==> src/rtl/mmcm_drp_pkg.sv <==
// Shared types and constants for the MMCM DRP reconfiguration master.
package mmcm_drp_pkg;

   localparam int DRP_ADDR_W       = 7;
   localparam int DRP_DATA_W       = 16;
   localparam int DEF_RST_HOLD     = 4;
   localparam int DEF_DRDY_TIMEOUT = 64;
   localparam int DEF_LOCK_TIMEOUT = 65536;

   typedef enum logic [3:0] {
      IDLE,
      ASSERT_RST,
      WAIT_CFG,
      RD_REQ,
      RD_WAIT,
      WR_REQ,
      WR_WAIT,
      RELEASE,
      WAIT_LOCK,
      FINISH,
      ERR
   } state_t;

   // One extra bit beyond the largest count so the terminal compare never wraps.
   function automatic int timeout_cnt_w(input int max_cycles);
      return $clog2(max_cycles) + 1;
   endfunction

endpackage

==> src/rtl/mmcm_drp_if.sv <==
// DRP bus and configuration-entry stream bundles used by the reconfiguration master.
interface mmcm_drp_if
   import mmcm_drp_pkg::*;
#(
   parameter int ADDR_W = DRP_ADDR_W,
   parameter int DATA_W = DRP_DATA_W
) ();
   logic [ADDR_W-1:0] drp_daddr;
   logic [DATA_W-1:0] drp_di;
   logic              drp_den;
   logic              drp_dwe;
   logic [DATA_W-1:0] drp_do;
   logic              drp_drdy;

   modport master (output drp_daddr, drp_di, drp_den, drp_dwe, input drp_do, drp_drdy);
   modport slave  (input drp_daddr, drp_di, drp_den, drp_dwe, output drp_do, drp_drdy);
endinterface

interface mmcm_cfg_if
   import mmcm_drp_pkg::*;
#(
   parameter int ADDR_W = DRP_ADDR_W,
   parameter int DATA_W = DRP_DATA_W
) ();
   logic              cfg_valid;
   logic              cfg_ready;
   logic [ADDR_W-1:0] cfg_addr;
   logic [DATA_W-1:0] cfg_mask;
   logic [DATA_W-1:0] cfg_data;
   logic              cfg_last;

   modport master (output cfg_valid, cfg_addr, cfg_mask, cfg_data, cfg_last, input cfg_ready);
   modport slave  (input cfg_valid, cfg_addr, cfg_mask, cfg_data, cfg_last, output cfg_ready);
endinterface

==> src/rtl/mmcm_drp_reconfig_sync_2ff.sv <==
// Two-flop synchronizer for bringing the asynchronous MMCM LOCKED pin into the clk domain.
module sync_2ff (
   input  logic clk,
   input  logic reset_n,
   input  logic d,
   output logic q
);

   logic meta;

   always_ff @(posedge clk or negedge reset_n) begin
      if (!reset_n) begin
         meta <= 1'b0;
         q    <= 1'b0;
      end else begin
         meta <= d;
         q    <= meta;
      end
   end

endmodule

==> src/rtl/mmcm_drp_reconfig.sv <==
// MMCM DRP reconfiguration master: holds the MMCM in reset, applies read-modify-write
// register updates over DRP, then releases reset and waits for a synchronized lock.
module mmcm_drp_reconfig
   import mmcm_drp_pkg::*;
#(
   parameter int ADDR_W       = DRP_ADDR_W,
   parameter int DATA_W       = DRP_DATA_W,
   parameter int RST_HOLD     = DEF_RST_HOLD,
   parameter int DRDY_TIMEOUT = DEF_DRDY_TIMEOUT,
   parameter int LOCK_TIMEOUT = DEF_LOCK_TIMEOUT
) (
   input  logic       clk,
   input  logic       reset_n,
   input  logic       start,
   output logic       busy,
   output logic       done,
   output logic       error,
   mmcm_cfg_if.slave  cfg,
   mmcm_drp_if.master drp,
   output logic       mmcm_rst,
   input  logic       mmcm_locked
);

   localparam int CNT_MAX_A = (LOCK_TIMEOUT > DRDY_TIMEOUT) ? LOCK_TIMEOUT : DRDY_TIMEOUT;
   localparam int CNT_MAX   = (CNT_MAX_A > RST_HOLD) ? CNT_MAX_A : RST_HOLD;
   localparam int CNT_W     = timeout_cnt_w(CNT_MAX);

   state_t            state, state_nxt;
   logic [CNT_W-1:0]  cnt;
   logic [DATA_W-1:0] mask_q, data_q, rmw_value;
   logic              last_q;
   logic              lock_sync;

   sync_2ff u_lock_sync (
      .clk     (clk),
      .reset_n (reset_n),
      .d       (mmcm_locked),
      .q       (lock_sync)
   );

   assign rmw_value = (drp.drp_do & mask_q) | (data_q & ~mask_q);

   // Each wait state exits on its event or once its cycle budget is spent; the
   // counter restarts from zero on every state change.
   always_comb begin
      state_nxt = state;
      case (state)
         IDLE:       if (start) state_nxt = ASSERT_RST;
         ASSERT_RST: if (cnt == CNT_W'(RST_HOLD - 1)) state_nxt = WAIT_CFG;
         WAIT_CFG:   if (cfg.cfg_valid) state_nxt = RD_REQ;
         RD_REQ:     state_nxt = RD_WAIT;
         RD_WAIT: begin
            if (drp.drp_drdy)                          state_nxt = WR_REQ;
            else if (cnt == CNT_W'(DRDY_TIMEOUT - 1))  state_nxt = ERR;
         end
         WR_REQ:     state_nxt = WR_WAIT;
         WR_WAIT: begin
            if (drp.drp_drdy)                          state_nxt = last_q ? RELEASE : WAIT_CFG;
            else if (cnt == CNT_W'(DRDY_TIMEOUT - 1))  state_nxt = ERR;
         end
         RELEASE:    state_nxt = WAIT_LOCK;
         WAIT_LOCK: begin
            if (lock_sync)                             state_nxt = FINISH;
            else if (cnt == CNT_W'(LOCK_TIMEOUT - 1))  state_nxt = ERR;
         end
         FINISH:     state_nxt = IDLE;
         ERR:        state_nxt = IDLE;
         default:    state_nxt = IDLE;
      endcase
   end

   assign busy          = !(state inside {IDLE, FINISH, ERR});
   assign done          = state inside {FINISH, ERR};
   assign mmcm_rst      = state inside {ASSERT_RST, WAIT_CFG, RD_REQ, RD_WAIT, WR_REQ, WR_WAIT};
   assign cfg.cfg_ready = (state == WAIT_CFG);
   assign drp.drp_den   = state inside {RD_REQ, WR_REQ};

   // State, shared timeout counter, latched entry and the held DRP address/data/write-enable.
   always_ff @(posedge clk or negedge reset_n) begin
      if (!reset_n) begin
         state         <= IDLE;
         cnt           <= '0;
         error         <= 1'b0;
         mask_q        <= '0;
         data_q        <= '0;
         last_q        <= 1'b0;
         drp.drp_daddr <= '0;
         drp.drp_di    <= '0;
         drp.drp_dwe   <= 1'b0;
      end else begin
         state <= state_nxt;
         if (state_nxt != state) cnt <= '0;
         else                    cnt <= cnt + CNT_W'(1);

         if (state == IDLE && start) error <= 1'b0;
         if (state_nxt == ERR)       error <= 1'b1;

         if (state == WAIT_CFG && cfg.cfg_valid) begin
            drp.drp_daddr <= cfg.cfg_addr;
            mask_q        <= cfg.cfg_mask;
            data_q        <= cfg.cfg_data;
            last_q        <= cfg.cfg_last;
         end

         if (state_nxt == RD_REQ) drp.drp_dwe <= 1'b0;
         if (state_nxt == WR_REQ) begin
            drp.drp_dwe <= 1'b1;
            drp.drp_di  <= rmw_value;
         end
      end
   end

endmodule

==> src/flat_wrapper.sv <==
// flat-port wrapper written by rule: the top's interface ports become plain ports
module mmcm_drp_reconfig_flat import mmcm_drp_pkg::*;
#(
   parameter int ADDR_W       = DRP_ADDR_W,
   parameter int DATA_W       = DRP_DATA_W,
   parameter int RST_HOLD     = DEF_RST_HOLD,
   parameter int DRDY_TIMEOUT = DEF_DRDY_TIMEOUT,
   parameter int LOCK_TIMEOUT = DEF_LOCK_TIMEOUT
)
  (clk, reset_n, start, busy, done, error, mmcm_rst, mmcm_locked, cfg_cfg_valid, cfg_cfg_addr, cfg_cfg_mask, cfg_cfg_data, cfg_cfg_last, cfg_cfg_ready, drp_drp_daddr, drp_drp_di, drp_drp_den, drp_drp_dwe, drp_drp_do, drp_drp_drdy);
  mmcm_cfg_if #(.ADDR_W(ADDR_W), .DATA_W(DATA_W)) cfg_i ();
  mmcm_drp_if #(.ADDR_W(ADDR_W), .DATA_W(DATA_W)) drp_i ();
  input  logic clk;
  input  logic reset_n;
  input  logic start;
  output logic busy;
  output logic done;
  output logic error;
  output logic mmcm_rst;
  input  logic mmcm_locked;
  input wire logic [$bits(cfg_i.cfg_valid)-1:0] cfg_cfg_valid;
  input wire logic [$bits(cfg_i.cfg_addr)-1:0] cfg_cfg_addr;
  input wire logic [$bits(cfg_i.cfg_mask)-1:0] cfg_cfg_mask;
  input wire logic [$bits(cfg_i.cfg_data)-1:0] cfg_cfg_data;
  input wire logic [$bits(cfg_i.cfg_last)-1:0] cfg_cfg_last;
  output wire logic [$bits(cfg_i.cfg_ready)-1:0] cfg_cfg_ready;
  output wire logic [$bits(drp_i.drp_daddr)-1:0] drp_drp_daddr;
  output wire logic [$bits(drp_i.drp_di)-1:0] drp_drp_di;
  output wire logic [$bits(drp_i.drp_den)-1:0] drp_drp_den;
  output wire logic [$bits(drp_i.drp_dwe)-1:0] drp_drp_dwe;
  input wire logic [$bits(drp_i.drp_do)-1:0] drp_drp_do;
  input wire logic [$bits(drp_i.drp_drdy)-1:0] drp_drp_drdy;
  assign cfg_i.cfg_valid = cfg_cfg_valid;
  assign cfg_i.cfg_addr = cfg_cfg_addr;
  assign cfg_i.cfg_mask = cfg_cfg_mask;
  assign cfg_i.cfg_data = cfg_cfg_data;
  assign cfg_i.cfg_last = cfg_cfg_last;
  assign cfg_cfg_ready = cfg_i.cfg_ready;
  assign drp_drp_daddr = drp_i.drp_daddr;
  assign drp_drp_di = drp_i.drp_di;
  assign drp_drp_den = drp_i.drp_den;
  assign drp_drp_dwe = drp_i.drp_dwe;
  assign drp_i.drp_do = drp_drp_do;
  assign drp_i.drp_drdy = drp_drp_drdy;
  mmcm_drp_reconfig #(.ADDR_W(ADDR_W), .DATA_W(DATA_W), .RST_HOLD(RST_HOLD), .DRDY_TIMEOUT(DRDY_TIMEOUT), .LOCK_TIMEOUT(LOCK_TIMEOUT)) u_core (.clk(clk), .reset_n(reset_n), .start(start), .busy(busy), .done(done), .error(error), .cfg(cfg_i), .drp(drp_i), .mmcm_rst(mmcm_rst), .mmcm_locked(mmcm_locked));
endmodule
==> config.mk <==
export PLATFORM = sky130hd
export DESIGN_NAME = mmcm_drp_reconfig_flat
export DESIGN_NICKNAME = d
export VERILOG_FILES = /design/src/rtl/mmcm_drp_pkg.sv /design/src/rtl/mmcm_drp_if.sv /design/src/rtl/mmcm_drp_reconfig_sync_2ff.sv /design/src/rtl/mmcm_drp_reconfig.sv /design/src/flat_wrapper.sv
export SDC_FILE = /design/constraint.sdc
export NUM_CORES = 1
export LEC_CHECK = 0
export ABC_AREA = 0
export BUFFER_PORTS_ARGS = -buffer_cell sky130_fd_sc_hd__buf_2
export CORE_MARGIN = 5
export CORE_UTILIZATION = 54
export CTS_CLUSTER_SIZE = 28
export DETAILED_ROUTE_END_ITERATION = 10
export GPL_TIMING_DRIVEN = 0
export PLACE_DENSITY = 0.81
export RECOVER_POWER = 25
export SETUP_SLACK_MARGIN = 0.1
export SLEW_MARGIN = 20
export SYNTH_ARGS = -nofsm -noshare
export SYNTH_HDL_FRONTEND = slang
export SYNTH_SLANG_ARGS = --single-unit
export TNS_END_PERCENT = 1
==> constraint.sdc <==
create_clock -name clk -period 2.9 [get_ports clk]
set_input_delay 0.29 -clock clk [delete_from_list [all_inputs] [get_ports clk]]
set_output_delay 0.29 -clock clk [all_outputs]
set_load 0.03 [all_outputs]
* Yosys cells after proc, flatten, opt, wreduce, memory -nomap -nowiden
Cells that the tools add are included.
Word-level totals: register bits 81, output and inout port bits 30, input port bits 62, logic and storage cells 58
Cells by class: reductions and logical operators 10, bitwise operators 4, equality and inequality tests 17, $add $sub $neg 1, multiplexer cells 15
Operators with widths (number):
- $pmux W4 S9 | 1
- $and A16 B16 Y16 | 2
- $mux W4 | 8
- $eq A4 B3 Y1 const B | 5
- $add A17 B1 Y17 const B | 1
- $eq A17 B16 Y1 const B | 1
- $eq A17 B2 Y1 const B | 1
- $eq A17 B6 Y1 const B | 1
- $mux W17 | 1
- $eq A4 B4 Y1 const B | 4
- $not A16 Y16 | 1
- $or A16 B16 Y16 | 1
- $eq A4 B2 Y1 const B | 3
- $reduce_bool A2 Y1 | 4
- $reduce_bool A6 Y1 | 1
- $eq A4 B1 Y1 const B | 1
- $logic_not A4 Y1 | 1
- $mux W1 | 4
- $ne A4 B4 Y1 | 1
- $mux W3 | 1
- $reduce_bool A3 Y1 | 1
- $logic_and A1 B1 Y1 | 2
- $logic_not A1 Y1 | 1

* Logic depth before layout (Yosys ltp)
Gate-level depths: netlist of run 1.
depth after elaboration 7, depth in mapped cells 13, gate-level depth less buffers 11

* Hierarchy
From an unflattened synthesis of run 1, not the netlist that was laid out.
Unflattened totals: cell total of the unflattened synthesis 305, area total of the unflattened synthesis 3618.5 um2
By module, submodules not included:
- mmcm_drp_reconfig | seq. area each 1976.9 um2, instances 1, cells an instance 303, area each 3568.4 um2
- sync_2ff | seq. area each 50.0 um2, instances 1, cells an instance 2, area each 50.0 um2

* Worst setup path after synthesis of run 1
No wires, ideal clock.
kind reg-to-reg, start point reg u_core.cnt[0], end point reg u_core.cnt[10], required time 2.813 ns, slack 0.282 ns, buffers on the path 2, stages on the path, launching flop included 14, data arrival time 2.531 ns, cell sequence dfrtp_1 ha_1 nand2_1 nor2_1 nand2_1 nor3_1 ha_1 and2b_1 a32oi_1 o22ai_1 or4_1 buf_6 buf_12 a211oi_2
On the way: word-level cells in the longest chain between the ends 6, elaborated cells on any way between the ends 13, classes of those cells add/sub (1); eq/ne (4); mux (8)
RTL lines:
- start, declared | RTL line mmcm_drp_reconfig.sv:29 | logic [CNT_W-1:0] cnt;
- start signal, assigned | RTL line mmcm_drp_reconfig.sv:93 | else cnt <= cnt + CNT_W'(1);
- $eq A17 B16 Y1 / $eq A17 B6 Y1 (equally long branches) | RTL line mmcm_drp_reconfig.sv:64, mmcm_drp_reconfig.sv:54, mmcm_drp_reconfig.sv:59
- $mux W4, on equally long branches | RTL line mmcm_drp_reconfig.sv:64, mmcm_drp_reconfig.sv:54, mmcm_drp_reconfig.sv:59
- $mux W4, on equally long branches | RTL line mmcm_drp_reconfig.sv:63, mmcm_drp_reconfig.sv:53, mmcm_drp_reconfig.sv:58
- $pmux W4 S9 | RTL line mmcm_drp_reconfig.sv:47 | case (state)
- $ne A4 B4 Y1 | RTL line mmcm_drp_reconfig.sv:92 | if (state_nxt != state) cnt <= '0;
- $mux W17 * | RTL line mmcm_drp_reconfig.sv:92
Every way passes the cells marked *; elsewhere a longest branch is shown, timed or not. A chain may end at the register's enable or synchronous reset.

* Worst setup path after layout of run 1
start point reg u_core.cnt[0], end point reg u_core.cnt[9]
The elaborated chain is that of the path after synthesis.

==> results of run 1 <==
## cell families (layout without fill, tap and decap cells)
family                   Yosys count  after routing  synth area share
adder cells (fa/ha/maj)            2              2           0.00645
AO/OA/AOI/OAI                     50             50            0.0920
buffers and inverters             26            138            0.0449
AND/OR/NAND/NOR                   98             98             0.143
XOR/XNOR                          15             15            0.0339
multiplexers                      56             56             0.157
flip-flops                        81             81             0.523
## stage by stage
| step | setup WS [ns] | cell area (sq um) | hold WS (ns) |
|---|---|---|---|
| final | 0.222 | 4760 | 0.0508 |
| after global routing | 0.0982 | 4760 | 0.0267 |
| after CTS | 0.113 | 4720 | 0.0271 |
| after detailed placement | 0.0167 | 4480 | 0.352 |
| after global placement | 0.0232 | 4450 | 0.334 |
| after floorplan | 0.282 | 3880 | -0.00559 |
## power groups by stage
stage	Sequential, mW	Combinational [mW]	Clock (mW)
2_1_floorplan	2.14	1.25	0
3_3_place_gp	1.83	2.06	0
3_5_place_dp	1.86	2.13	0
4_1_cts	1.83	2.16	0.895
5_1_grt	1.88	2.38	0.949
6_report	1.84	2.19	0.872
## flip-flops by register name, summed over array words and instances (netlist names)
name,flops
u_core.last_q,1
u_core.u_lock_sync.q,1
u_core.u_lock_sync.meta,1
u_core.cnt,17
u_core.data_q,16
u_core.error,1
u_core.drp.drp_dwe,1
u_core.state,4
u_core.mask_q,16
u_core.drp.drp_daddr,7
u_core.drp.drp_di,16
## routing by layer
metal | wire length [microns] | track usage
met2 | 4510 | 0.351
met5 | 0 | 0
met4 | 126 | 0.0733
met3 | 689 | 0.0813
met1 | 3640 | 0.275
## worst paths after layout
kind / from / endpoint / cells past startpoint
max: u_core.cnt[0]$_DFF_PN0_ / u_core.cnt[9]$_DFF_PN0_ / 13
min: mmcm_locked / u_core.u_lock_sync.meta$_DFF_PN0_ / 1
max reg2reg: u_core.cnt[0]$_DFF_PN0_ / u_core.cnt[9]$_DFF_PN0_ / 13
min reg2reg: u_core.u_lock_sync.meta$_DFF_PN0_ / u_core.u_lock_sync.q$_DFF_PN0_ / 0
max in group asynchronous: reset_n / u_core.mask_q[2]$_DFFE_PN0P_ / 3
min in group asynchronous: reset_n / u_core.state[2]$_DFF_PN0_ / 2
## placed cells by master, fill, tap and decap left out, drive strengths merged, types with 2 or more instances in the layout
cell type / instances
a21oi: 24
and2b: 2
nor3: 8
ha: 2
clkbuf: 16
buf: 109
clkinv: 3
nand3b: 2
xor2: 7
o21ai: 5
inv: 8
nand2b: 4
nor2b: 2
and2: 2
dfrtp: 81
nor2: 26
and3: 2
nand3: 14
nand2: 10
or4: 4
nor3b: 4
a211oi: 11
mux2: 40
nand4: 5
mux2i: 16
nor4: 8
xnor2: 8
## cells in the mapped netlist, drive strengths merged (5+ instances only)
master / count
nand2: 10
buf: 14
clkbuf: 6
mux2i: 16
o21ai: 5
nand3: 14
xnor2: 8
xor2: 7
dfrtp: 81
a21oi: 24
nor2: 26
nor4: 8
a211oi: 11
inv: 6
nor3: 8
mux2: 40
nand4: 5
## final cells by class
cell class | instances | area [sq um]
plain buffers | 20 | 155
fillers | 534 | 2150
repair buffers | 96 | 508
multi-input cells | 221 | 1720
clock buffers | 10 | 138
inverters | 6 | 22.5
well taps | 96 | 120
clock inverters | 6 | 73.8
flip-flops and latches | 81 | 2030
## what timing repair did
action / CTS / global route
hold buffers: 1 / 0
pin swaps: 0 / 2
setup endpoints to repair: 16 / 17
endpoints found under the hold margin: 49 / 0
cloned: 0 / 0
buffers inserted: 2 / 1
resized for setup: 2 / 9
==> impl_results.md, run 1 <==
* Status: complete, no violations
* WL final at 8.96 mm
* Placed insts at 516
* First-pass DRT Iterations at 4
* Antenna Violating Nets Remaining at 0
* Power Total at 4.89 mW
* Ys Warns at 0
* Post-layout util at 0.689
* Post-synth top area cell: dfrtp_1
* EDFF count, synth at 0
* Core area at 0.00691 sq mm
* Antenna violations before repair at 0
* Crit path max fanout at 10
* First-pass GRT wire length at 15.3 mm
* Layout cell share with drive strength beyond 1 at 0.436
* Main synth FF type: dfrtp_1
* Routability cong. at 0.871
* Largest net degree at the start of global routing at 51
* VDD IR max at 0.766 mV
* Combinational share of power at 0.447
* Worst-path cell chain: ha_2 -> nand2_4 -> nor2_1 -> nand2_1 -> nor3_1 -> ha_1 -> and2b_1 -> a32oi_2 -> o22ai_2 -> or4_4 -> buf_6 -> buf_12 -> a211oi_2
* Synth-to-layout area growth at 22.7%
* FP Rows at 30
* Slew Viols, Final at 0
* Final hold viol count at 0
* IO Port Bufs at 91
* Crit-path leading delay family: simple AND/OR/NAND/NOR gates
* Clock buffer depth at 2
* Worst Skew at 0.0107 ns
* Switching Fraction at 0.402
* Starting Density at 0.561
* Internal at 2.92 mW
* Die width at 94.7 microns
* Worst Hold Class: primary input to flop
* Clock Power Share at 0.178
* CTS H-tree lvls at 3
* CTS tree: done
* DR WL/cell at 16.7 microns
* Crit path arrival time at 2.95 ns
* Post-synthesis cell area at 0.00388 sq mm
* Post-synthesis cell type count at 50
* Worst Path Buf+Inv at 2
* Die area at 0.00897 sq mm
* Switch Pwr at 1.97 mW
* FMAX at 0.373 GHz
* CTS root buf: clkbuf_8
* Syn_nets at 392
* Diodes inserted at 0
* GRT Resource Usage Total at 0.219
* Yosys top cell area share at 0.523
* Avg Cell Area, Syn at 11.8 sq um
* Nets at 499
* Final worst-path cycle share at 0.923
* Max Cap Viol at 0
* #FFs+latches synth at 81
* Via count at 3000
* Power Dens Cells at 1030 mW/mm^2
* Final setup TNS at 0 ns
* Crit path launch type: flop
* Critical path type: flop to flop
* RSZ-0062 raised after global routing: no
* Post-synthesis sequential area ratio at 0.523
* Rel. slew slack at 0.165
* CTS clock-pin slew for the worst setup and hold paths at 0.09 ns
* Cell Count, Final, Fillers Out at 536
* DRC at 0
* Clock sink count at 81
* Vias in the first global route at 3189
* Worst EP required at 3.17 ns
* Starting DRT DRC Count at 90
* Async S/R FF share, synth at 1.00
* Grt total ovfl at 0
* Vert. Die Dim at 94.7 microns
* Worst skew pair latency at 0.35 ns
* Leakage Power at 2.21 nW
* Post-Synthesis Cells at 328
* Crit-path max cell delay at 0.53 ns
* Flop-to-flop setup slack at 0.22 ns
* Fin crit period at 2.68 ns
* Final setup fails at 0
* Hpwl dp at 6.40 mm
* Flop pwr share at 0.375
* CTS Buf Count at 9
* Vias per cell at 5.60
* Synth area leaders: dfrtp_1 (52%), mux2_2 (12%), mux2i_1 (4.1%)
* Slowest cell on crit path: or4_4
* Worst Setup End Kind: flop
* IO Count at 92
* Slew @ Worst Pin at 1.25 ns
(Power assumes the default switching activity.)
==> inputs of run 2 (changes only) <==
Settings changed: CORE_UTILIZATION 54 to 57, CTS_BUF_LIST set to sky130_fd_sc_hd__clkbuf_8, PLACE_DENSITY 0.81 to 0.85.
Clock period 2.9 ns to 3.25 ns, I/O delays scaled along.
==> run 2 against run 1 <==
Compared with the run above:
- the run now ends with capacitance limit, slew limit left
- first-iteration DRC count is 87% higher
- flip-flop and latch count unchanged
- register-to-register slack better by 0.08 ns
- worst setup slack improved by 0.076 ns
- sequential share of layout area is 1.1 points higher
- largest cell class unchanged
- largest power group unchanged
- highest routed layer unchanged
==> impl_results.md, run 2 (synthesis results as in run 1) <==
* Flop pwr share at 0.392 (+0.017)
* Crit-path leading delay family: simple AND/OR/NAND/NOR gates
* Worst skew pair latency at 0.35 ns (about the same)
* Diodes inserted at 0 (unchanged)
* Clock Power Share at 0.160 (-0.018)
* Slew @ Worst Pin at 2.25 ns (+1.00 ns)
* CTS tree: done
* Placed inst area at 0.00446 sq mm (-0.45%)
* Met3 WL at 684 microns (-0.73%)
* CTS Buf Count at 9 (unchanged)
* Leakage Power at 2.15 nW (-2.7%)
* Vias per cell at 5.66 (+1.0%)
* DR WL/cell at 16.4 microns (-1.9%)
* IO Count at 92 (unchanged)
* Clock buffer depth at 2 (unchanged)
* FP Rows at 30 (unchanged)
* Routability cong. at 0.871 (about the same)
* Internal at 2.47 mW (-15%)
* Worst setup margin at 0.298 ns (+0.0760 ns)
* Vias in the first global route at 3102 (-2.7%)
* Clock sink count at 81 (unchanged)
* Post-layout util at 0.691 (+0.00156)
* Switch Pwr at 1.73 mW (-12%)
* First-pass DRT Iterations at 4 (unchanged)
* Layout cell share with drive strength beyond 1 at 0.412 (-0.0245)
* Starting Density at 0.577 (+0.0157)
* Slowest cell on crit path: or4_1
* Final hold viol count at 0 (unchanged)
* First-pass GRT wire length at 14.6 mm (-4.0%)
* Highest routed layer: met4
* Antenna Violating Nets Remaining at 0 (unchanged)
* Worst Path Buf+Inv at 2 (unchanged)
* Final worst-path cycle share at 0.908 (-0.0151)
* IO Port Bufs at 91 (unchanged)
* Antenna violations before repair at 0 (unchanged)
* Met2 WL at 4.13 mm (-8.3%)
* Status: finished with violations
* # Post-CTS Setup Buffers at 0 (-2)
* RSZ-0062 raised after global routing: no
* Critical path type: flop to flop
* Fin area at 0.00464 sq mm (-2.5%)
* FMAX at 0.339 GHz (-9.3%)
* Crit path launch type: flop
* Synth-to-layout area growth at 19.7%
* Switching Fraction at 0.411 (+0.00872)
* Die area at 0.00855 sq mm (-4.7%)
* Max reg flops at 17 (unchanged)
* Starting DRT DRC Count at 168 (+87%)
* Worst Hold Class: primary input to flop
* Rel. slew slack at -0.502 (-0.667)
* Hpwl dp at 6.13 mm (-4.2%)
* Crit path max fanout at 10 (unchanged)
* VDD IR max at 0.586 mV (-23%)
* Worst EP required at 3.52 ns (+0.35 ns)
* Power Dens Cells at 905 mW/mm^2 (-12%)
* Vert. Die Dim at 92.5 microns (-2.4%)
* Fin crit period at 2.95 ns (+0.274 ns)
* Final setup fails at 0 (unchanged)
* GRT Resource Usage Total at 0.214 (-0.00544)
* Dpl ws at 0.342 ns (+0.325 ns)
* Final setup TNS at 0 ns (unchanged)
* Commonest non-fill, non-tap cells in the layout: buf_2 (95), dfrtp_1 (81), mux2_2 (40)
* Worst Skew at 0.00817 ns (-0.00250 ns)
* Max Cap Viol at 1 (+1)
* Die width at 92.5 microns (-2.4%)
* Register bank with the most flops: u_core.cnt
* Grt total ovfl at 0 (unchanged)
* Crit path arrival time at 3.22 ns (+0.27 ns)
* DRT met1 WL at 3.58 mm (-1.5%)
* WL final at 8.48 mm (-5.4%)
* Largest net degree at the start of global routing at 42 (-18%)
* Worst Setup End Kind: flop
* Worst-path cell chain: ha_1 -> nand2_1 -> nor2_1 -> nand2_1 -> nor3_1 -> ha_1 -> and2b_1 -> a32oi_1 -> o22ai_1 -> or4_1 -> buf_6 -> buf_12 -> a211oi_2
* CTS H-tree lvls at 3 (unchanged)
* Commonest non-fill, non-tap cell in the layout: buf_2
* Power Total at 4.20 mW (-14%)
* CTS clock-pin slew for the worst setup and hold paths at 0.09 ns (about the same)
* Core area at 0.00672 sq mm (-2.7%)
* Via count at 2924 (-2.5%)
* Nets at 496 (-0.60%)
* DRC at 0 (unchanged)
* Slew Viols, Final at 41 (+41)
* Combinational share of power at 0.449 (+0.002)
* Failing checks: capacitance limit, slew limit
* CTS root buf: clkbuf_8
* Crit-path max cell delay at 0.57 ns (+0.04 ns)
[run 2: area by class of cell]
class / count / area, sq um
clock buffer: 9 / 124
timing repair buffer: 93 / 484
clock inverter: 7 / 53.8
fill: 489 / 2080
buffer: 20 / 153
multi-input combinational: 221 / 1680
tap: 80 / 100
sequential: 81 / 2030
inverter: 6 / 22.5
[run 2: worst reg2reg max path, cell delays in order (launching register included)]
cell,delay (ns)
dfrtp_1,0.45
ha_1,0.28
nand2_1,0.15
nor2_1,0.09
nand2_1,0.08
nor3_1,0.06
ha_1,0.18
and2b_1,0.18
a32oi_1,0.19
o22ai_1,0.12
or4_1,0.57
buf_6,0.18
buf_12,0.15
a211oi_2,0.21
[run 2: worst paths after layout]
check,slack (ns),startpoint,to,cells past startpoint
worst max register to register,0.30,u_core.cnt[0]$_DFF_PN0_,u_core.cnt[9]$_DFF_PN0_,13
worst min register to register,0.36,u_core.u_lock_sync.meta$_DFF_PN0_,u_core.u_lock_sync.q$_DFF_PN0_,0
min in group asynchronous,1.18,reset_n,u_core.error$_DFFE_PN0P_,2
worst min-delay path,0.08,mmcm_locked,u_core.u_lock_sync.meta$_DFF_PN0_,1
worst max-delay path,0.30,u_core.cnt[0]$_DFF_PN0_,u_core.cnt[9]$_DFF_PN0_,13
max in group asynchronous,0.78,reset_n,u_core.mask_q[2]$_DFFE_PN0P_,2
[run 2: power groups by stage]
| stage | Combinational [mW] | Clock [mW] | Sequential, mW |
|---|---|---|---|
| floorplan | 1.12 | 0 | 1.91 |
| global placement | 1.82 | 0 | 1.63 |
| detailed placement | 1.88 | 0 | 1.66 |
| CTS | 1.90 | 0.679 | 1.64 |
| global route | 2.04 | 0.737 | 1.69 |
| finish | 1.88 | 0.670 | 1.64 |
[run 2: metrics by stage]
step,std cells,hold WS (ns)
finish,517,0.0788
global route,517,0.0710
global placement,499,0.335
detailed placement,500,0.343
floorplan,328,0.0294
CTS,517,0.0695
[run 2: what timing repair did]
| item | in CTS | in global routing |
|---|---|---|
| hold buffers | 1 | 0 |
| setup endpoints to repair | 0 | 1 |
| resized for setup | 0 | 1 |
| hold endpoints to repair | 40 | 0 |
[run 2: routing by layer]
layer / vias to the layer above / global-route usage
li1: 1389 / -
met1: 1435 / 0.274
met2: 91 / 0.346
met3: 9 / 0.0642
met4: 0 / 0.0730
met5: - / 0
